[src/rtl/cs30_top_core_if.sv]
// ---------------------------------------------------------------------------
// cs30_top_core_if
// Groups the MIB board-bus signals shared by a bus master and the CS30 core.
//   i_mib_start      master -> slave  one-cycle pulse in address phase 1
//   i_mib_rd_wr_n    master -> slave  1 = read, 0 = write (valid with start)
//   i_mib_ad         master -> slave  address / write data, 16 bits
//   o_mib_ad         slave  -> master read data, 16 bits
//   o_mib_ad_oe      slave  -> master 1 while the slave drives the bus
//   o_mib_slave_ack  slave  -> master write-accept / read-data-valid strobe
// ---------------------------------------------------------------------------
interface cs30_top_core_if;
    logic        i_mib_start;
    logic        i_mib_rd_wr_n;
    logic [15:0] i_mib_ad;
    logic [15:0] o_mib_ad;
    logic        o_mib_ad_oe;
    logic        o_mib_slave_ack;

    modport master (
        output i_mib_start, i_mib_rd_wr_n, i_mib_ad,
        input  o_mib_ad, o_mib_ad_oe, o_mib_slave_ack
    );

    modport slave (
        input  i_mib_start, i_mib_rd_wr_n, i_mib_ad,
        output o_mib_ad, o_mib_ad_oe, o_mib_slave_ack
    );
endinterface

[src/rtl/cs30_top_core.sv]
// ---------------------------------------------------------------------------
// cs30_top_core
// Control/status core of the CS30 FPGA: a MIB slave on the 16-bit multiplexed
// board bus exposing ID, SCRATCH, NSCRATCH and CTRL registers, plus a
// heartbeat LED and a software-controlled check LED.
// Ports:
//   CLK          system clock, rising edge
//   i_srst       synchronous active-high reset
//   mib          MIB bus (slave modport of cs30_top_core_if)
//   o_led        heartbeat, toggles every P_HB_DIV cycles
//   o_led_check  CTRL[0]
// ---------------------------------------------------------------------------
module cs30_top_core #(
    parameter logic [3:0]  P_MIB_MSN  = 4'h0,
    parameter logic [31:0] P_ID_VALUE = 32'hC530_0001,
    parameter int          P_HB_DIV   = 25_000_000
) (
    input  logic                  CLK,
    input  logic                  i_srst,
    cs30_top_core_if.slave        mib,
    output logic                  o_led,
    output logic                  o_led_check
);

    localparam int              HB_W    = $clog2(P_HB_DIV);
    localparam logic [HB_W-1:0] HB_LAST = HB_W'(P_HB_DIV - 1);

    typedef enum logic [2:0] {
        S_IDLE, S_ADDR2, S_WDATA1, S_WDATA2, S_WACK, S_RTURN, S_RDATA1, S_RDATA2
    } state_t;

    state_t      state_q, state_d;
    logic        rd_q, rd_d;
    logic [7:0]  addr_hi_q, addr_hi_d;
    logic [15:2] addr_lo_q, addr_lo_d;
    logic [31:0] wdata_q, wdata_d;
    logic [31:0] rdata_q, rdata_d;
    logic [31:0] scratch_q, scratch_d;
    logic        ctrl_q, ctrl_d;
    logic [HB_W-1:0] hb_cnt_q, hb_cnt_d;
    logic        led_q, led_d;
    logic [15:0] ad_q, ad_d;
    logic        oe_q, oe_d;
    logic        ack_q, ack_d;
    logic [17:0] reg_idx;
    logic [31:0] rdata_sel;
    logic        hb_wrap;

    // Word index into the register map; addr[1:0] are never stored.
    assign reg_idx = {addr_hi_q[3:0], addr_lo_q};

    always_comb begin
        rdata_sel = 32'hDEAD_BEEF;
        case (reg_idx)
            18'd0:   rdata_sel = P_ID_VALUE;
            18'd1:   rdata_sel = scratch_q;
            18'd2:   rdata_sel = ~scratch_q;
            18'd3:   rdata_sel = {31'd0, ctrl_q};
            default: rdata_sel = 32'hDEAD_BEEF;
        endcase
    end

    // State register plus all datapath and output flops.
    always_ff @(posedge CLK) begin
        if (i_srst) begin
            state_q   <= S_IDLE;
            rd_q      <= 1'b0;
            addr_hi_q <= '0;
            addr_lo_q <= '0;
            wdata_q   <= '0;
            rdata_q   <= '0;
            scratch_q <= '0;
            ctrl_q    <= 1'b0;
            hb_cnt_q  <= '0;
            led_q     <= 1'b0;
            ad_q      <= '0;
            oe_q      <= 1'b0;
            ack_q     <= 1'b0;
        end else begin
            state_q   <= state_d;
            rd_q      <= rd_d;
            addr_hi_q <= addr_hi_d;
            addr_lo_q <= addr_lo_d;
            wdata_q   <= wdata_d;
            rdata_q   <= rdata_d;
            scratch_q <= scratch_d;
            ctrl_q    <= ctrl_d;
            hb_cnt_q  <= hb_cnt_d;
            led_q     <= led_d;
            ad_q      <= ad_d;
            oe_q      <= oe_d;
            ack_q     <= ack_d;
        end
    end

    // Next-state logic. A foreign slave select is rejected once the full
    // address is known, without ever acking or driving the bus.
    always_comb begin
        state_d = state_q;
        case (state_q)
            S_IDLE:   if (mib.i_mib_start) state_d = S_ADDR2;
            S_ADDR2: begin
                if (addr_hi_q[7:4] != P_MIB_MSN) state_d = S_IDLE;
                else if (rd_q)                   state_d = S_RTURN;
                else                             state_d = S_WDATA1;
            end
            S_WDATA1: state_d = S_WDATA2;
            S_WDATA2: state_d = S_WACK;
            S_WACK:   state_d = S_IDLE;
            S_RTURN:  state_d = S_RDATA1;
            S_RDATA1: state_d = S_RDATA2;
            S_RDATA2: state_d = S_IDLE;
            default:  state_d = S_IDLE;
        endcase
    end

    // Datapath captures, register writes and the heartbeat counter. The
    // register write lands on the edge that ends the ack cycle.
    always_comb begin
        rd_d      = rd_q;
        addr_hi_d = addr_hi_q;
        addr_lo_d = addr_lo_q;
        wdata_d   = wdata_q;
        rdata_d   = rdata_q;
        scratch_d = scratch_q;
        ctrl_d    = ctrl_q;
        case (state_q)
            S_IDLE: begin
                if (mib.i_mib_start) begin
                    rd_d      = mib.i_mib_rd_wr_n;
                    addr_hi_d = mib.i_mib_ad[7:0];
                end
            end
            S_ADDR2:  addr_lo_d = mib.i_mib_ad[15:2];
            S_WDATA1: wdata_d[31:16] = mib.i_mib_ad;
            S_WDATA2: wdata_d[15:0]  = mib.i_mib_ad;
            S_WACK: begin
                if (reg_idx == 18'd1) scratch_d = wdata_q;
                if (reg_idx == 18'd3) ctrl_d    = wdata_q[0];
            end
            S_RTURN:  rdata_d = rdata_sel;
            default:  ;
        endcase

        hb_wrap  = (hb_cnt_q == HB_LAST);
        hb_cnt_d = hb_wrap ? '0 : hb_cnt_q + HB_W'(1);
        led_d    = led_q ^ hb_wrap;
    end

    // Output logic, decoded from the next state so the flops present each
    // state's values during that state's own cycle. The upper read half is
    // taken straight from the selector because rdata_q loads on the same edge.
    always_comb begin
        ack_d = (state_d == S_WACK) || (state_d == S_RDATA1) || (state_d == S_RDATA2);
        oe_d  = (state_d == S_RDATA1) || (state_d == S_RDATA2);
        ad_d  = 16'h0000;
        if (state_d == S_RDATA1)      ad_d = rdata_sel[31:16];
        else if (state_d == S_RDATA2) ad_d = rdata_q[15:0];
    end

    assign mib.o_mib_ad        = ad_q;
    assign mib.o_mib_ad_oe     = oe_q;
    assign mib.o_mib_slave_ack = ack_q;
    assign o_led               = led_q;
    assign o_led_check         = ctrl_q;

endmodule

[src/flat_wrapper.sv]
// flat-port wrapper written by rule: the top's interface ports become plain ports
module cs30_top_core_flat 
#(
    parameter logic [3:0]  P_MIB_MSN  = 4'h0,
    parameter logic [31:0] P_ID_VALUE = 32'hC530_0001,
    parameter int          P_HB_DIV   = 25_000_000
)
  (CLK, i_srst, o_led, o_led_check, mib_i_mib_start, mib_i_mib_rd_wr_n, mib_i_mib_ad, mib_o_mib_ad, mib_o_mib_ad_oe, mib_o_mib_slave_ack);
  cs30_top_core_if mib_i ();
  input  logic CLK;
  input  logic i_srst;
  output logic o_led;
  output logic o_led_check;
  input wire logic [$bits(mib_i.i_mib_start)-1:0] mib_i_mib_start;
  input wire logic [$bits(mib_i.i_mib_rd_wr_n)-1:0] mib_i_mib_rd_wr_n;
  input wire logic [$bits(mib_i.i_mib_ad)-1:0] mib_i_mib_ad;
  output wire logic [$bits(mib_i.o_mib_ad)-1:0] mib_o_mib_ad;
  output wire logic [$bits(mib_i.o_mib_ad_oe)-1:0] mib_o_mib_ad_oe;
  output wire logic [$bits(mib_i.o_mib_slave_ack)-1:0] mib_o_mib_slave_ack;
  assign mib_i.i_mib_start = mib_i_mib_start;
  assign mib_i.i_mib_rd_wr_n = mib_i_mib_rd_wr_n;
  assign mib_i.i_mib_ad = mib_i_mib_ad;
  assign mib_o_mib_ad = mib_i.o_mib_ad;
  assign mib_o_mib_ad_oe = mib_i.o_mib_ad_oe;
  assign mib_o_mib_slave_ack = mib_i.o_mib_slave_ack;
  cs30_top_core #(.P_MIB_MSN(P_MIB_MSN), .P_ID_VALUE(P_ID_VALUE), .P_HB_DIV(P_HB_DIV)) u_core (.CLK(CLK), .i_srst(i_srst), .mib(mib_i), .o_led(o_led), .o_led_check(o_led_check));
endmodule
[config.mk]
export PLATFORM = sky130hd
export DESIGN_NAME = cs30_top_core_flat
export DESIGN_NICKNAME = d
export VERILOG_FILES = /design/src/rtl/cs30_top_core_if.sv /design/src/rtl/cs30_top_core.sv /design/src/flat_wrapper.sv
export SDC_FILE = /design/constraint.sdc
export NUM_CORES = 1
export LEC_CHECK = 0
export ABC_AREA = 1
export BUFFER_PORTS_ARGS = -buffer_cell sky130_fd_sc_hd__buf_2
export CAP_MARGIN = 0
export CORE_ASPECT_RATIO = 1.1
export CORE_UTILIZATION = 35
export CTS_BUF_LIST = sky130_fd_sc_hd__clkbuf_4 sky130_fd_sc_hd__clkbuf_8
export DETAILED_ROUTE_END_ITERATION = 16
export GPL_TIMING_DRIVEN = 1
export PLACE_DENSITY_LB_ADDON = 0.08
export SKIP_LAST_GASP = 1
export SLEW_MARGIN = 20
export SYNTH_ARGS = -nofsm -noshare
export SYNTH_HDL_FRONTEND = slang
export SYNTH_SLANG_ARGS = --single-unit
[constraint.sdc]
create_clock -name CLK -period 2.14 [get_ports CLK]
set_input_delay 0.321 -clock CLK [delete_from_list [all_inputs] [get_ports CLK]]
set_output_delay 0.321 -clock CLK [all_outputs]
set_load 0.01 [all_outputs]
==> impl_metrics.json, run 1 <==
{
  "status": "finished, final reports clean",
  "boundaryPins": 40,
  "critPathMaxFanout": 14,
  "synth_flop_cell": "dfxtp_1",
  "cts_hold_buf": 0,
  "tritoncts": "built",
  "leakagePower_uw": 0.00292,
  "fin_skew_ns": 0.0104,
  "ff2ff_setup_slack_ns": 0.39,
  "numCtsBuffers": 17,
  "root_buffer": "clkbuf_8",
  "final-setup-viol-count": 0,
  "min_from": "mib_i_mib_ad[1]",
  "wl_per_cell_um": 14.2,
  "drc_errors": 0,
  "max_slew_margin_pct": 59.6,
  "post-cts-setup-buffers": 0,
  "synth_edf_count": 0,
  "multi_input_area_sq_um": 2880,
  "rsz0062_at_grt": "false",
  "drtIter0Drc": 227,
  "drtAntennaViolNets": 0,
  "synth-seq-cells": 151,
  "grt_max_degree": 57,
  "dp_hpwl_um": 11800,
  "antenna_found_initial": 0,
  "hold_violations": 0,
  "synth_top_family_by_area": "simple AND/OR/NAND/NOR gates",
  "r2r_start": "u_core.hb_cnt_q[0]",
  "synth_fa_ha_area_share_pct": 0.193,
  "worstHoldEndpoint": "u_core.wdata_q[1]",
  "synth_compound_area_share_pct": 15.5,
  "routed_wl_um": 16700,
  "crit_arrival_ns": 2.08,
  "hp-class": "primary input to register",
  "syn_area_per_cell_sq_um": 7.27,
  "die_w_um": 132,
  "cts_htree_levels": 4,
  "start_util_pct": 36.1,
  "drive_above_1_share_pct": 13.2,
  "path_class": "register to register",
  "num_rows": 51,
  "cts_resized": 0,
  "num_vias": 5475,
  "grtUsageTotal_pct": 18.9,
  "synthSimpleGateAreaFrac_pct": 27.3,
  "hold_depth": 3,
  "cts_sinks": 151,
  "clockBufferDepth": 2,
  "grt_pass1_vias": 5366,
  "fp.dieH_um": 145,
  "clk_pin_slew_ns": 0.08,
  "synth.area.mux_share_pct": 0,
  "layout.nets": 946,
  "fmaxAchievable_mhz": 573,
  "p_per_area_nw_per_um2": 792,
  "synth_xor_area_share_pct": 1.49,
  "cp-start-kind": "register",
  "timing.hold.ws_ns": 0.161,
  "worstSkewPairLatency_ns": 0.45,
  "setup_tns_ns": 0,
  "overflow": 0,
  "portBuffers": 39,
  "layout_min_cycle_time_ns": 1.75,
  "yosysUniqueCellTypes": 37,
  "coreArea_sq_um": 17900,
  "peakVddDrop_v": 0.000355,
  "ys_warn_count": 0,
  "reg2regPathDepth": 9,
  "worstPathRequired_ns": 2.48,
  "syn2layout_area_growth_pct": 14.0,
  "ys_seq_area_share_pct": 46.7,
  "synthCells": 890,
  "drv_slew": 0,
  "netlist_area_sq_um": 6470,
  "async_flop_share_pct": 0,
  "antenna_cells": 0,
  "dieArea_sq_um": 19000,
  "fillCellCount": 1915,
  "dr.pass1.iters": 4,
  "drv_cap": 0,
  "place_congestion": 0.762,
  "synth_nets": 911,
  "tightest_slew_ns": 0.604,
  "grt_pass1_wl_um": 27800,
  "critPathCaptureType": "register",
  "vias_per_cell": 4.66,
  "reg2reg_to": "u_core.hb_cnt_q[2]",
  "seq_area_sq_um": 3020,
  "min_period_over_period_pct": 81.6
}
per-layer routing:
metal / GRT usage [%] / share of wire [%] / vias to the layer above
li1: - / - / 2921
met1: 23.3 / 49 / 2480
met2: 33.2 / 48 / 58
met3: 3.05 / 2.0 / 16
met4: 7.04 / 1.4 / 0
met5: 0 / 0 / -
where the power goes:
| group | switching [uW] | leakage (uW) | internal (uW) | total (uW) |
|---|---|---|---|---|
| logic | 394 | 0.00148 | 186 | 580 |
| registers | 50.1 | 0.00122 | 2890 | 2940 |
| clock network | 1050 | 0.000218 | 1280 | 2320 |
cell usage in the layout, fill, tap and decap left out, types with 4 or more instances in the layout:
master / n
nand2_1: 215
dfxtp_1: 151
a21oi_1: 104
inv_1: 91
nor2_1: 79
nand3_1: 46
o21ai_0: 44
buf_2: 39
o21ai_1: 28
clkbuf_8: 21
buf_4: 16
nor3_1: 12
o21a_1: 12
nand2_2: 8
nand4_1: 8
xor2_1: 7
clkinv_2: 5
inv_2: 4
nor2_2: 4
nor2_4: 4
or2_2: 4
xnor2_1: 4
buf_12: 4
area by class of cell:
cell class | count | area share, %
clock inverters | 9 | 1.66
well taps | 238 | 4.04
multi-input cells | 600 | 39.1
flip-flops and latches | 151 | 41.0
inverters | 96 | 4.88
repair buffers | 59 | 5.36
clock buffers | 22 | 4.02
how the worst max path moves through the flow:
stage                       start                   to  slack [ns]  depth (start not counted)
3_3_place_gp   u_core.hb_cnt_q[0]   u_core.hb_cnt_q[2]        0.40                          9
5_1_grt        u_core.hb_cnt_q[0]   u_core.hb_cnt_q[2]        0.24                          9
4_1_cts        u_core.hb_cnt_q[0]   u_core.hb_cnt_q[2]        0.38                          9
6_report       u_core.hb_cnt_q[0]   u_core.hb_cnt_q[2]        0.39                          9
2_1_floorplan  u_core.hb_cnt_q[0]  u_core.hb_cnt_q[21]        0.60                          9
3_5_place_dp   u_core.hb_cnt_q[0]   u_core.hb_cnt_q[2]        0.39                          9
sequential cells by signal (all words and copies together), names as in the netlist:
| signal | cells |
|---|---|
| u_core.addr_hi_q | 8 |
| u_core.addr_lo_q | 14 |
| u_core.hb_cnt_q | 25 |
| u_core.mib.o_mib_ad | 16 |
| u_core.mib.o_mib_ad_oe | 1 |
| u_core.mib.o_mib_slave_ack | 1 |
| u_core.o_led | 1 |
| u_core.o_led_check | 1 |
| u_core.rd_q | 1 |
| u_core.rdata_q | 16 |
| u_core.scratch_q | 32 |
| u_core.state_q | 3 |
| u_core.wdata_q | 32 |
kinds of logic after synthesis:
| logic type | after synthesis |
|---|---|
| xor+xnor | 11 |
| buf+inv | 139 |
| simple gates | 398 |
| fa+ha+maj | 1 |
| flops | 151 |
| compound gates | 190 |
synth_stat cells, types with 7 or more instances:
library cell,n,area share (%)
buf_2,20,1.5
nand4_1,8,0.77
o21a_1,12,1.4
o21ai_0,44,3.4
inv_1,92,5.3
a21oi_1,104,8.0
xor2_1,7,0.95
dfxtp_1,151,47
nor3_1,12,0.93
nand2_1,215,12
o21ai_1,28,2.2
nor2_1,79,4.6
clkbuf_1,19,1.1
nand2_2,8,0.77
nand3_1,46,3.6
critical path: stages, from the launching register on:
cell	delay (ns)
dfxtp_1	0.36
ha_1	0.17
nand2_1	0.09
nor2_1	0.17
inv_2	0.09
nor4_1	0.20
nand3_1	0.17
nand2_1	0.11
buf_4	0.21
nor3b_1	0.07
per-stage QoR:
step	utilization, %	setup slack (ns)	cells	instance area (sq um)	total power [uW]
global placement	38.8	0.402	1144	6960	3590
detailed placement	38.8	0.390	1144	6960	3590
finish	41.2	0.394	1175	7380	5840
CTS	41.2	0.378	1175	7380	5930
global route	41.2	0.241	1175	7380	6120
floorplan	-	0.596	890	6470	3420
(Power assumes the default switching activity.)
==> inputs of run 2 (changes only) <==
clock period = 1.6 ns   (was 2.14 ns; I/O delays follow)
==> run 2 against run 1 <==
Utilization increased by 4.4 points. Sequential share of layout area decreased by 3.8 points. Register-to-register slack got worse by 0.36 ns. Final cell count increased by 5.0%. First-iteration DRC count increased by 30%. Critical path depth unchanged. Via count increased by 4.6%. Largest cell class is now multi-input gates. Clock power increased by 31%. Setup slack got worse by 0.36 ns. Flip-flop and latch count unchanged. Design area increased by 11%.
==> impl_metrics.json, run 2 (synthesis gave the netlist of run 1 again) <==
{
  "status": "finished, final reports clean",
  "syn2layout_area_growth_pct": 26.3,
  "fp.dieH_um": 145,
  "worstSkewPairLatency_ns": 0.45,
  "layout.nets": 1005,
  "cts_hold_buf": 0,
  "p_per_area_nw_per_um2": 980,
  "hp-class": "primary input to register",
  "overflow": 0,
  "reg2reg_to": "u_core.rdata_q[10]",
  "vias_per_cell": 4.64,
  "fillCellCount": 1851,
  "design_area_sq_um": 8170,
  "hold_violations": 0,
  "reg2regPathDepth": 9,
  "numCtsBuffers": 17,
  "dr.pass1.iters": 5,
  "antenna_found_initial": 0,
  "drtAntennaViolNets": 0,
  "path_class": "register to register",
  "final-setup-viol-count": 0,
  "clk_pin_slew_ns": 0.08,
  "ff2ff_setup_slack_ns": 0.03,
  "drtIter0Drc": 294,
  "cts_sinks": 151,
  "grtUsageTotal_pct": 19.5,
  "power.total_uw": 8010,
  "final_common_cell": "nand2_1",
  "cp-start-kind": "register",
  "drc_errors": 0,
  "critPathMaxFanout": 7,
  "layout_common_cells": "nand2_1, dfxtp_1, a21oi_1, inv_1, nor2_1",
  "grt_pass1_wl_um": 28500,
  "clockBufferDepth": 2,
  "num_vias": 5726,
  "coreArea_sq_um": 17900,
  "top_regs": "u_core.scratch_q (32), u_core.wdata_q (32), u_core.hb_cnt_q (25)",
  "drive_above_1_share_pct": 24.9,
  "fin_skew_ns": 0.00903,
  "boundaryPins": 40,
  "layout_min_cycle_time_ns": 1.57,
  "critPathCaptureType": "register",
  "crit_arrival_ns": 1.93,
  "max_slew_margin_pct": 61.7,
  "grt_max_degree": 45,
  "portBuffers": 39,
  "dp_hpwl_um": 12400,
  "wl_per_cell_um": 14.7,
  "cts_htree_levels": 4,
  "crit_end": "u_core.rdata_q[10]",
  "worstPathRequired_ns": 1.96,
  "drv_slew": 0,
  "fmaxAchievable_mhz": 637,
  "antenna_cells": 0,
  "start_util_pct": 36.1,
  "rsz0062_at_grt": "true",
  "dieArea_sq_um": 19000,
  "die_w_um": 132,
  "root_buffer": "clkbuf_8",
  "tritoncts": "built",
  "min_period_over_period_pct": 98.1,
  "placed_cell_area_sq_um": 7340,
  "routed_wl_um": 18100,
  "peakVddDrop_v": 0.000485,
  "tightest_slew_ns": 0.574,
  "num_rows": 51,
  "drv_cap": 0,
  "r2r_start": "u_core.addr_lo_q[13]",
  "place_congestion": 0.733,
  "cp-startpoint": "u_core.addr_lo_q[13]",
  "leakagePower_uw": 0.00328,
  "grt_pass1_vias": 5488
}
==> run 2: cell count changes in the layout (fill, tap and decap cells not counted), sizes merged <==
cell,delta
and2,+1
clkinv,-3
clkinvlp,+2
buf,+53
nor2,+1
clkbuf,+6
bufinv,-1
==> run 2: cell type report <==
type	instances	area (sq um)	area share (%)
multi-input cells	602	3140	38.4
flip-flops and latches	151	3040	37.2
repair buffers	116	926	11.3
inverters	96	360	4.41
clock buffers	24	318	3.89
well taps	238	298	3.64
clock inverters	7	92.6	1.13
==> run 2: through the flow <==
stage                     hold slack [ns]  cells  worst slack (ns)  setup TNS (ns)  utilization [%]
after CTS                          0.0287   1227          0.000358               0             43.5
after floorplan                     0.375    890            0.0563               0                -
after global placement              0.431   1193           -0.0323          -0.465             40.9
after detailed placement            0.436   1193           -0.0299          -0.314             40.9
final                              0.0622   1234            0.0311               0             45.6
after global routing               0.0355   1234           -0.0547          -0.828             45.6
==> run 2: worst max-delay path, cell delays in order, from the launching register on <==
cell	delay, ns
dfxtp_2	0.34
nor2_4	0.12
nand2_4	0.10
nor2_8	0.19
nand2_2	0.09
a2bb2oi_4	0.21
and2_4	0.26
nand2_2	0.07
nand2_2	0.06
inv_2	0.03
==> run 2: worst min path at each step <==
stage	from	endpoint	slack [ns]	cells past startpoint
after floorplan	mib_i_mib_ad[0]	u_core.wdata_q[0]	0.37	2
after global placement	u_core.addr_lo_q[14]	u_core.addr_lo_q[14]	0.43	2
after detailed placement	u_core.addr_lo_q[9]	u_core.addr_lo_q[9]	0.44	2
after CTS	mib_i_mib_ad[0]	u_core.wdata_q[0]	0.03	3
after global routing	mib_i_mib_ad[0]	u_core.addr_hi_q[0]	0.04	3
final	mib_i_mib_ad[0]	u_core.wdata_q[0]	0.06	3
==> run 2: timing repair <==
item                       CTS  global route
setup endpoints to repair   33            68
pin swaps                    5            24
gates cloned                 1             6
buffers inserted             2             1
resized for setup            8            74
==> run 2: routing by layer <==
layer  vias up  GRT usage, %  wire length, um
met5         -             0                0
met4         0          6.43              222
met3        17          3.33              364
met2        59          35.0             9010
met1      2608          23.7             8510
li1       3042             -                -
==> run 2: power breakdown <==
part	switching (uW)	internal, uW	leakage (uW)	total (uW)
sequential	76.2	3870	0.00123	3950
combinational	631	388	0.00185	1020
clock	1430	1620	0.000204	3040
